**src/rtl/mp_add_pkg.sv**
```systemverilog
// Shared types and sizing for the multi-precision add sequencer.
package mp_add_pkg;

  localparam int DEF_WORD_W = 16;

  typedef enum logic {
    IDLE = 1'b0,
    RUN  = 1'b1
  } state_e;

  function automatic int cnt_w(input int max_words);
    return (max_words > 2) ? $clog2(max_words) : 1;
  endfunction

endpackage

```
**src/rtl/mp_add_seq_word_adder.sv**
```systemverilog
// Combinational WORD_W-bit adder with carry in/out.
module word_adder #(
  parameter int WORD_W = 16
) (
  input  logic [WORD_W-1:0] a,
  input  logic [WORD_W-1:0] b,
  input  logic              cin,
  output logic [WORD_W-1:0] sum,
  output logic              cout
);

  assign {cout, sum} = {1'b0, a} + {1'b0, b} + {{WORD_W{1'b0}}, cin};

endmodule

```
**src/rtl/mp_add_seq.sv**
```systemverilog
// Word-serial multi-precision adder, LSW first, registered carry between words.
// Optional subtract mode (A-B) when MP_ADD_SEQ_SUB_EN is defined.
module mp_add_seq
  import mp_add_pkg::*;
#(
  parameter int WORD_W    = DEF_WORD_W,
  parameter int MAX_WORDS = 8
) (
  input  logic              clk,
  input  logic              rst_n,
  input  logic              in_valid,
  output logic              in_ready,
  input  logic [WORD_W-1:0] in_a,
  input  logic [WORD_W-1:0] in_b,
  input  logic              in_cin,
  input  logic              in_last,
`ifdef MP_ADD_SEQ_SUB_EN
  input  logic              in_sub,
`endif
  output logic              out_valid,
  input  logic              out_ready,
  output logic [WORD_W-1:0] out_sum,
  output logic              out_last,
  output logic              out_cout,
  output logic              err
);

  localparam int CNT_W = cnt_w(MAX_WORDS);
  localparam logic [CNT_W-1:0] CNT_LAST = CNT_W'(MAX_WORDS - 1);

  state_e            state_q;
  logic [CNT_W-1:0]  count_q;
  logic              carry_q;
  logic              out_valid_q;
  logic [WORD_W-1:0] out_sum_q;
  logic              out_last_q;
  logic              out_cout_q;
  logic              err_q;

  logic              xfer;
  logic              overlen;
  logic              last_d;
  logic [WORD_W-1:0] b_eff;
  logic              carry_src;
  logic [WORD_W-1:0] sum_d;
  logic              cout_d;

  assign in_ready = !out_valid_q || out_ready;
  assign xfer     = in_valid && in_ready;
  assign overlen  = (count_q == CNT_LAST);
  assign last_d   = in_last || overlen;

`ifdef MP_ADD_SEQ_SUB_EN
  logic sub_q;
  logic sub_eff;

  // Subtract mode is chosen on the first word and held for the operand.
  assign sub_eff   = (state_q == IDLE) ? in_sub : sub_q;
  assign b_eff     = sub_eff ? ~in_b : in_b;
  assign carry_src = (state_q == IDLE) ? (in_sub | in_cin) : carry_q;

  always_ff @(posedge clk) begin
    if (!rst_n) begin
      sub_q <= 1'b0;
    end else if (xfer && state_q == IDLE) begin
      sub_q <= in_sub;
    end
  end
`else
  assign b_eff     = in_b;
  assign carry_src = (state_q == IDLE) ? in_cin : carry_q;
`endif

  word_adder #(.WORD_W(WORD_W)) u_add (
    .a    (in_a),
    .b    (b_eff),
    .cin  (carry_src),
    .sum  (sum_d),
    .cout (cout_d)
  );

  always_ff @(posedge clk) begin
    if (!rst_n) begin
      state_q     <= IDLE;
      count_q     <= '0;
      carry_q     <= 1'b0;
      out_valid_q <= 1'b0;
      out_sum_q   <= '0;
      out_last_q  <= 1'b0;
      out_cout_q  <= 1'b0;
      err_q       <= 1'b0;
    end else if (xfer) begin
      out_valid_q <= 1'b1;
      out_sum_q   <= sum_d;
      out_cout_q  <= cout_d;
      out_last_q  <= last_d;
      carry_q     <= cout_d;
      if (overlen && !in_last) begin
        err_q <= 1'b1;
      end
      if (last_d) begin
        state_q <= IDLE;
        count_q <= '0;
      end else begin
        state_q <= RUN;
        count_q <= count_q + 1'b1;
      end
    end else if (out_ready) begin
      out_valid_q <= 1'b0;
    end
  end

  assign out_valid = out_valid_q;
  assign out_sum   = out_sum_q;
  assign out_last  = out_last_q;
  assign out_cout  = out_cout_q;
  assign err       = err_q;

endmodule
```
**config.mk**
```make
export PLATFORM = sky130hd
export DESIGN_NAME = mp_add_seq
export DESIGN_NICKNAME = d
export VERILOG_FILES = /design/src/rtl/mp_add_pkg.sv /design/src/rtl/mp_add_seq_word_adder.sv /design/src/rtl/mp_add_seq.sv
export SDC_FILE = /design/constraint.sdc
export NUM_CORES = 1
export LEC_CHECK = 0
export BUFFER_PORTS_ARGS = -buffer_cell sky130_fd_sc_hd__buf_2
export CAP_MARGIN = 30
export CORE_ASPECT_RATIO = 0.8
export CORE_MARGIN = 2
export CORE_UTILIZATION = 45
export DETAILED_ROUTE_END_ITERATION = 10
export PLACE_DENSITY = 0.81
export REMOVE_ABC_BUFFERS = 1
export SLEW_MARGIN = 20
export SYNTH_ARGS = -nofsm -noshare
export SYNTH_HDL_FRONTEND = slang
export SYNTH_HIERARCHICAL = 1
export SYNTH_SLANG_ARGS = --single-unit
```
**constraint.sdc**
```tcl
create_clock -name clk -period 2.7 [get_ports clk]
set_input_delay 0.405 -clock clk [delete_from_list [all_inputs] [get_ports clk]]
set_output_delay 0.405 -clock clk [all_outputs]
set_load 0.01 [all_outputs]
```
==> flow_metrics.py, run 1 <==
metrics = {
    "timing": {
        "setup_viol": 2,
        "tightest_slew_ns": 0.770,
        "finalCritPeriodShare": 1.04,
        "timing.final.hold_violations": 0,
        "worst_slack_ns": -0.112,
        "drv_slew": 0,
        "fin_crit_ns": 2.81,
        "holdWs_ns": 0.414,
        "relSlewSlack": 0.487,
        "rsz0062_at_grt": "true",
        "fin_skew_ns": 0.00325,
        "fmax_mhz": 356,
    },
    "power": {
        "power_density_mw_per_mm2": 496,
        "finalPower_uw": 1110,
        "peakVddDrop_mv": 0.277,
        "cellLeakagePower_uw": 0.00113,
    },
    "synth": {
        "synth_warnings": 6,
        "async_flop_share": 0,
        "synth_cell_types": 42,
        "ys_seq_area_frac": 0.274,
        "syn_area_sq_mm": 0.00175,
        "netlist_instances": 196,
        "ys_ff_latch": 24,
        "avgSynthCellArea_sq_um": 8.93,
        "synth_edf_count": 0,
        "synthFlopType": "dfxtp_1",
    },
    "grt": {
        "busiest_layer": "met2",
        "grt_pass1_wl_um": 6220,
        "grt_max_degree": 47,
        "antenna_found_initial": 0,
        "grtUsageTotal": 0.180,
        "gr-total-overflow": 0,
        "gr-usage-met3": 0.0472,
        "grtUsageMet1": 0.248,
        "grt_pass1_vias": 1452,
        "grtUsageMet2": 0.291,
    },
    "worst_setup_path": {
        "critical_path.endpoint_type": "flop",
        "r2r_setup_slack_ns": -0.11,
        "startpoint_type": "flop",
        "r2r_end": "out_sum[14]",
        "critical_path.startpoint": "state_q",
        "arrival_ns": 3.00,
        "r2r_cells": 12,
        "critPathKind": "reg -> reg",
        "required_ns": 2.89,
        "path_max_fanout": 2,
        "reg2reg_from": "state_q",
    },
    "placed_design": {
        "dpl_cell_area_sq_mm": 0.00208,
        "dp_slack_ns": -0.388,
        "routabilityCongestion": 0.823,
        "place_hpwl_um": 2950,
        "dp_cells": 296,
        "port_buffers": 58,
    },
    "finish": {
        "post-route-cell-area_sq_mm": 0.00224,
        "drive_gt1_frac": 0.351,
        "insertedDiodeCount": 0,
        "area_growth_pct": 27.7,
        "layout.nets": 317,
        "fin_cells": 303,
    },
    "detailed_routing": {
        "drcViolationCount": 0,
        "drtIter0Drc": 100,
        "drt_pass1_iterations": 4,
        "drt_wl_total_um": 3920,
        "vias_per_cell": 5.16,
        "routedWlPerCell_um": 12.9,
        "vias": 1562,
        "antenna_left": 0,
    },
    "run_status": {
        "failed_checks": "negative setup slack",
        "outcome": "finished with violations",
    },
    "clocking": {
        "htree_num_levels": 1,
        "cts_tree": "built",
        "root_buffer": "clkbuf_8",
        "cts_made_buffers": 3,
        "hold_buffers": 0,
        "clkTransAtPathRegs_ns": 0.09,
        "clk_latency_ns": 0.27,
        "clock_path_buffers": 2,
        "clkSinkCount": 24,
    },
    "hold_path": {
        "min_from": "in_valid",
        "holdCritPathClass": "in -> reg",
        "timing.hold.worst_endpoint": "out_valid",
        "worstHoldPathCells": 3,
    },
    "floorplanning": {
        "ios": 59,
        "die_h_um": 59.8,
        "core_area_sq_mm": 0.00375,
        "die_x_um": 73.7,
        "start_util": 0.466,
        "die_area_sq_mm": 0.00441,
        "rows": 20,
    },
    "run": {
        "drv_cap": 0,
    },
}
==> worst max path at each step <==
stage / cells past startpoint / endpoint
after global placement: 12 / out_sum[10]
after CTS: 12 / out_sum[14]
after floorplan: 11 / out_sum[10]
after detailed placement: 12 / out_sum[10]
final: 12 / out_sum[14]
after global routing: 12 / out_sum[14]
==> layout make-up <==
cell class                 count  area (sq um)
fill                         350          1520
clock inverter                 1          30.0
tap                           44          55.1
clock buffer                   3          41.3
timing repair buffer          66           350
sequential                    24           482
multi-input combinational    160          1260
inverter                       5          18.8
==> what timing repair did <==
| item | CTS | global route |
|---|---|---|
| endpoints found under the setup margin | 5 | 8 |
| buffers inserted | 5 | 1 |
| resized for setup | 8 | 4 |
| pin swaps | 9 | 7 |
==> state kept, by name, summed over array words and instances, names as in the netlist <==
signal and flops:
out_last 1, count_q 3, out_sum 16, out_cout 1, err 1, state_q 1, out_valid 1
==> worst max-delay path: stages (launching register included) <==
cell and delay (ns):
dfxtp_2 0.34, mux2_4 0.30, fa_2 0.35, fa_2 0.37
a21oi_2 0.19, o21ai_2 0.12, a21oi_2 0.19, o221ai_2 0.12
buf_4 0.16, o31ai_4 0.18, xnor2_1 0.14, nand2_1 0.07
mux2i_1 0.19
==> cells by family after synthesis <==
logic type	synth area share
and+or+nand+nor	0.163
AOI/OAI and AO/OA	0.181
DFF	0.274
muxes	0.127
adders and majority gates	0.144
xor gates and xnor gates	0.0701
buffers and inverters	0.0407
==> synth_stat cells (all sizes together), types with 2 or more instances <==
master / instances / area [sq um]
nand3: 5 / 25.0
xnor2: 9 / 78.8
nor2: 4 / 15.0
nand2b: 3 / 26.3
o21a: 2 / 15.0
nand2: 45 / 176
a21oi: 12 / 71.3
nand3b: 2 / 15.0
dfxtp: 24 / 480
a21o: 6 / 46.3
fa: 2 / 40.0
ha: 17 / 213
o31ai: 2 / 20.0
o21ai: 8 / 47.6
xor2: 5 / 43.8
inv: 5 / 18.8
o21bai: 3 / 22.5
mux2i: 21 / 210
buf: 7 / 52.5
==> through the flow <==
stage,TNS (ns),util
after CTS,-0.198,0.595
after detailed placement,-1.33,0.554
final,-0.121,0.596
after floorplan,-0.0878,-
after global placement,-0.860,0.554
after global routing,-0.567,0.596
==> routing by layer <==
metal  routed length, um  vias up
met1                1970      700
met5                   0        -
met4                   0        0
met2                1730       44
met3                 218        0
li1                    -      818
==> cells in the final DEF (no fill, tap or decap), drive strengths merged, types with 5 or more instances in the layout <==
master / netlist / final
buf: 7 / 66
a21o: 6 / 6
dfxtp: 24 / 24
nand2: 45 / 45
inv: 5 / 5
nand3: 5 / 5
o21ai: 8 / 8
ha: 17 / 17
a21oi: 12 / 12
xnor2: 9 / 9
mux2i: 21 / 21
xor2: 5 / 5
==> where the power goes <==
part	internal [uW]	switching, uW
Clock	198	121
Sequential	388	18.5
Combinational	185	199
Total	772	338
Note: power is estimated with default switching activity, not from simulation.
==> inputs of run 2 (changes only) <==
- GPL_TIMING_DRIVEN: not set -> 0
- SETUP_SLACK_MARGIN: not set -> 0.4
==> flow_metrics.py, run 2 (synthesis gave the netlist of run 1 again) <==
metrics = {
    "run_status": {
        "outcome": "finished with violations",
        "failed_checks": "negative setup slack",
    },
    "finish": {
        "final_common_cell": "buf_2",
        "layout.nets": 320,
        "insertedDiodeCount": 0,
        "drive_gt1_frac": 0.366,
        "layout_common_cells": "buf_2, nand2_1, dfxtp_1",
        "largest_reg_flops": 16,
        "area_growth_pct": 30.7,
        "fillers": 344,
        "fin_util": 0.610,
        "fin_cells": 306,
    },
    "power": {
        "cellLeakagePower_uw": 0.00115,
        "power_density_mw_per_mm2": 495,
        "peakVddDrop_mv": 0.382,
    },
    "timing": {
        "fmax_mhz": 361,
        "timing.final.hold_violations": 0,
        "rsz0062_at_grt": "true",
        "drv_slew": 0,
        "setup_viol": 3,
        "fin_skew_ns": 0.0100,
        "finalCritPeriodShare": 1.03,
        "relSlewSlack": 0.483,
        "worst_slack_ns": -0.0689,
        "fin_crit_ns": 2.77,
        "tightest_slew_ns": 0.776,
    },
    "grt": {
        "grtUsageTotal": 0.187,
        "grt_pass1_wl_um": 6530,
        "grt_pass1_vias": 1464,
        "gr-total-overflow": 0,
        "grt_max_degree": 47,
        "antenna_found_initial": 0,
    },
    "placed_design": {
        "dp_cells": 291,
        "port_buffers": 58,
        "routabilityCongestion": 0.800,
        "place_hpwl_um": 2800,
    },
    "worst_setup_path": {
        "critPathMostFrequentCell": "fa_2",
        "path_max_fanout": 3,
        "required_ns": 2.85,
        "critPathKind": "reg -> reg",
        "critical_path.endpoint_type": "flop",
        "slowest_stage": "fa_2",
        "cp_cell_sequence": "mux2_4 -> fa_2 -> fa_2 -> a21oi_4 -> o21ai_4 -> a21oi_2 -> o221ai_2 -> a221o_1 -> a21o_1 -> nand2_1 -> mux2i_1",
        "startpoint_type": "flop",
        "critPathBufInv": 0,
        "crit_path_max_incr_delay_ns": 0.38,
        "path_delay_family": "compound AO/OA/AOI/OAI gates",
        "arrival_ns": 2.92,
    },
    "clocking": {
        "cts_tree": "built",
        "clkTransAtPathRegs_ns": 0.10,
        "clk_latency_ns": 0.28,
        "clkSinkCount": 24,
        "clock_path_buffers": 2,
        "htree_num_levels": 1,
        "root_buffer": "clkbuf_8",
        "hold_buffers": 0,
        "cts_made_buffers": 3,
    },
    "floorplanning": {
        "die_h_um": 59.8,
        "ios": 59,
        "core_area_sq_mm": 0.00375,
        "die_area_sq_mm": 0.00441,
        "rows": 20,
        "die_x_um": 73.7,
        "start_util": 0.466,
    },
    "detailed_routing": {
        "drt_wl_total_um": 3940,
        "antenna_left": 0,
        "vias": 1613,
        "drt_pass1_iterations": 4,
        "vias_per_cell": 5.27,
        "routedWlPerCell_um": 12.9,
        "drtIter0Drc": 65,
        "drcViolationCount": 0,
    },
    "hold_path": {
        "holdCritPathClass": "in -> reg",
    },
    "run": {
        "drv_cap": 0,
    },
}
## run 2: worst paths after layout
| check | start | end | slack, ns | cells past startpoint |
|---|---|---|---|---|
| worst max-delay path | state_q | out_cout | -0.07 | 11 |
| worst min-delay path | in_last | out_last | 0.41 | 2 |
| worst max register to register | state_q | out_cout | -0.07 | 11 |
| worst min register to register | err | err | 0.45 | 2 |
## run 2: per-layer routing
layer / GRT usage / part of all wire / up-vias
li1: - / - / 816
met1: 0.249 / 0.48 / 748
met2: 0.320 / 0.47 / 49
met3: 0.0405 / 0.055 / 0
met4: 0.0234 / 0 / 0
met5: 0 / 0 / -
## run 2: per-stage QoR
| stage | hold WS, ns | setup WS (ns) | power [uW] | setup TNS (ns) | area, sq um |
|---|---|---|---|---|---|
| final | 0.405 | -0.0689 | 1130 | -0.107 | 2290 |
| after floorplan | 0.442 | -0.0441 | 646 | -0.0878 | 1700 |
| after CTS | 0.407 | -0.116 | 1120 | -0.198 | 2230 |
| after global placement | 0.430 | -0.352 | 745 | -1.06 | 2040 |
| after detailed placement | 0.445 | -0.376 | 754 | -1.25 | 2040 |
| after global routing | 0.418 | -0.168 | 1200 | -0.591 | 2290 |
## run 2: cell type report
class	instances	area (sq um)	area share
Clock buffer	3	41.3	0.0180
Tap cell	44	55.1	0.0241
Inverter	5	18.8	0.00820
Clock inverter	1	30.0	0.0131
Multi-Input combinational cell	160	1270	0.555
Timing Repair Buffer	69	392	0.171
Sequential cell	24	482	0.210
## run 2: power by group
part           switching, uW  internal, uW  total (uW)  leakage [uW]
Clock                    127           199         326     0.0000357
Combinational            204           198         402      0.000919
Sequential              16.2           388         404      0.000198
Total                    347           785        1130       0.00115
## run 2: what timing repair did
item	CTS	global route
pin swaps	12	13
buffers inserted	7	4
resized for setup	14	7
setup endpoints to repair	11	11
==> inputs of run 3 (changes only) <==
- ABC_AREA: not set -> 1
- CORE_UTILIZATION: 45 -> 47
- PLACE_DENSITY: 0.81 -> 0.83
==> flow_metrics.py, run 3 <==
metrics = {
    "power": {
        "peakVddDrop_mv": 0.223,
        "cellLeakagePower_uw": 0.00135,
        "finalPower_uw": 1010,
        "comb_power_share": 0.366,
        "pwr-share-seq": 0.398,
        "p_clk_frac": 0.236,
        "internal-power_uw": 667,
        "switching_share": 0.342,
        "power_switching_uw": 347,
        "power_density_mw_per_mm2": 434,
    },
    "grt": {
        "grt_max_degree": 25,
        "antenna_found_initial": 0,
        "grt_pass1_vias": 1656,
        "gr-total-overflow": 0,
        "grtUsageTotal": 0.180,
        "grt_pass1_wl_um": 6550,
    },
    "worst_setup_path": {
        "r2r_setup_slack_ns": 0.44,
        "critical_path.endpoint_type": "flop",
        "slowest_stage": "fa_2",
        "critPathKind": "reg -> reg",
        "arrival_ns": 2.42,
        "path_delay_family": "adder cells",
        "cp_cell_sequence": "mux2_4 -> fa_2 -> fa_2 -> nand2_2 -> nand2_2 -> and2_4 -> nand3_2 -> nand3_2 -> nand2_1 -> nand2_1 -> o21ai_0 -> nor2_1",
        "startpoint_type": "flop",
        "crit_path_max_incr_delay_ns": 0.40,
        "critPathBufInv": 0,
        "path_max_fanout": 3,
        "required_ns": 2.86,
    },
    "finish": {
        "largest_reg_flops": 16,
        "multiInputGateArea_sq_mm": 0.00126,
        "final_common_cell": "nand2_1",
        "register_area_sq_um": 482,
        "drive_gt1_frac": 0.264,
        "fin_cells": 418,
        "fin_util": 0.606,
        "fillers": 400,
        "layout_common_cells": "nand2_1, buf_2, nor2_1",
        "insertedDiodeCount": 0,
        "area_growth_pct": 21.4,
        "layout.nets": 421,
    },
    "synth": {
        "synth_edf_count": 0,
        "synth_warnings": 6,
        "synthFlopType": "dfxtp_1",
        "synthTopCellsByArea": "dfxtp_1, nand2_1, ha_1",
        "ys_seq_area_frac": 0.250,
        "syn_area_sq_mm": 0.00192,
        "synth_largest_area_cell": "dfxtp_1",
        "avgSynthCellArea_sq_um": 6.33,
        "ys_top_cells_by_count": "nand2_1, nor2_1, inv_1",
        "synth_cell_types": 29,
        "netlist_instances": 304,
        "async_flop_share": 0,
        "synth_top_area_frac": 0.250,
        "synth_most_common_cell": "nand2_1",
        "ys_ff_latch": 24,
    },
    "timing": {
        "fin_skew_ns": 0.00116,
        "tightest_slew_ns": 0.609,
        "setup_viol": 0,
        "fmax_mhz": 443,
        "fin_tns_setup_ns": 0,
        "timing.final.hold_violations": 0,
        "rsz0062_at_grt": "true",
        "relSlewSlack": 0.593,
        "fin_crit_ns": 2.26,
        "finalCritPeriodShare": 0.836,
        "drv_slew": 0,
        "holdWs_ns": 0.431,
    },
    "detailed_routing": {
        "vias": 1970,
        "routedWlPerCell_um": 9.98,
        "drcViolationCount": 0,
        "drtIter0Drc": 47,
        "drt_wl_total_um": 4170,
        "drt_pass1_iterations": 5,
        "vias_per_cell": 4.71,
        "antenna_left": 0,
    },
    "placed_design": {
        "place_hpwl_um": 3420,
        "port_buffers": 58,
        "routabilityCongestion": 0.826,
        "dp_cells": 412,
    },
    "run_status": {
        "outcome": "finished clean",
    },
    "floorplanning": {
        "rows": 20,
        "die_area_sq_mm": 0.00463,
        "core_area_sq_mm": 0.00385,
        "start_util": 0.499,
        "die_x_um": 75.5,
        "die_h_um": 61.2,
        "ios": 59,
    },
    "clocking": {
        "htree_num_levels": 1,
        "root_buffer": "clkbuf_8",
        "cts_tree": "built",
        "clkTransAtPathRegs_ns": 0.08,
        "clk_latency_ns": 0.26,
        "clock_path_buffers": 2,
        "cts_made_buffers": 3,
        "clkSinkCount": 24,
    },
    "hold_path": {
        "holdCritPathClass": "in -> reg",
    },
    "run": {
        "drv_cap": 0,
    },
}
==> run 3: final cells by class <==
type | count | share of cell area
Multi-Input combinational cell | 230 | 0.538
Inverter | 45 | 0.0723
Clock buffer | 4 | 0.0236
Sequential cell | 24 | 0.206
Tap cell | 55 | 0.0295
Timing Repair Buffer | 60 | 0.131
==> run 3: cell families after synthesis <==
kind of cell	count (synthesis)	share of synthesized area
compound gates	29	0.0845
xor+xnor	7	0.0319
buf+inv	50	0.106
simple gates	174	0.391
flops	24	0.250
fa+ha+maj	19	0.131
mux	1	0.00585
==> run 3: timing repair <==
| item | in CTS | in global routing |
|---|---|---|
| endpoints found under the setup margin | 7 | 5 |
| hold buffers | 0 | 0 |
| buffers inserted | 0 | 2 |
| gates resized for setup | 5 | 6 |
| hold endpoints to repair | 0 | 0 |
| pin swaps | 0 | 8 |
==> run 3: metal layers <==
| metal | track usage | routed length [um] | part of all wire | vias to the layer above |
|---|---|---|---|---|
| met5 | 0 | 0 | 0 | - |
| met4 | 0.0451 | 30 | 0.0072 | 0 |
| met3 | 0.0164 | 213 | 0.051 | 2 |
| met2 | 0.342 | 1940 | 0.47 | 56 |
| met1 | 0.221 | 1980 | 0.48 | 859 |
| li1 | - | - | - | 1053 |
==> run 3: metrics by stage <==
step	instance area [sq um]	setup slack, ns
after global routing	2340	0.307
after global placement	2250	0.205
after detailed placement	2250	0.162
final	2340	0.443
after floorplan	1890	0.439
after CTS	2310	0.424
==> run 3: power groups by stage <==
stage                     Sequential (uW)  Combinational (uW)  Clock (uW)
final                                 403                 371         240
after CTS                             403                 364         246
after detailed placement              411                 359           0
after floorplan                       423                 235           0
after global routing                  407                 422         259
after global placement                408                 349           0
==> run 3: final timing paths <==
path / endpoint / cells after the start / start
max: out_sum[12] / 12 / state_q
min: err / 4 / in_last
max reg2reg: out_sum[12] / 12 / state_q
min reg2reg: out_last / 2 / out_last
==> run 3: worst reg2reg max path: stages (launching register included) <==
cell	delay [ns]
dfxtp_2	0.35
mux2_4	0.31
fa_2	0.38
fa_2	0.40
nand2_2	0.07
nand2_2	0.06
and2_4	0.15
nand3_2	0.07
nand3_2	0.07
nand2_1	0.07
nand2_1	0.04
o21ai_0	0.14
nor2_1	0.06
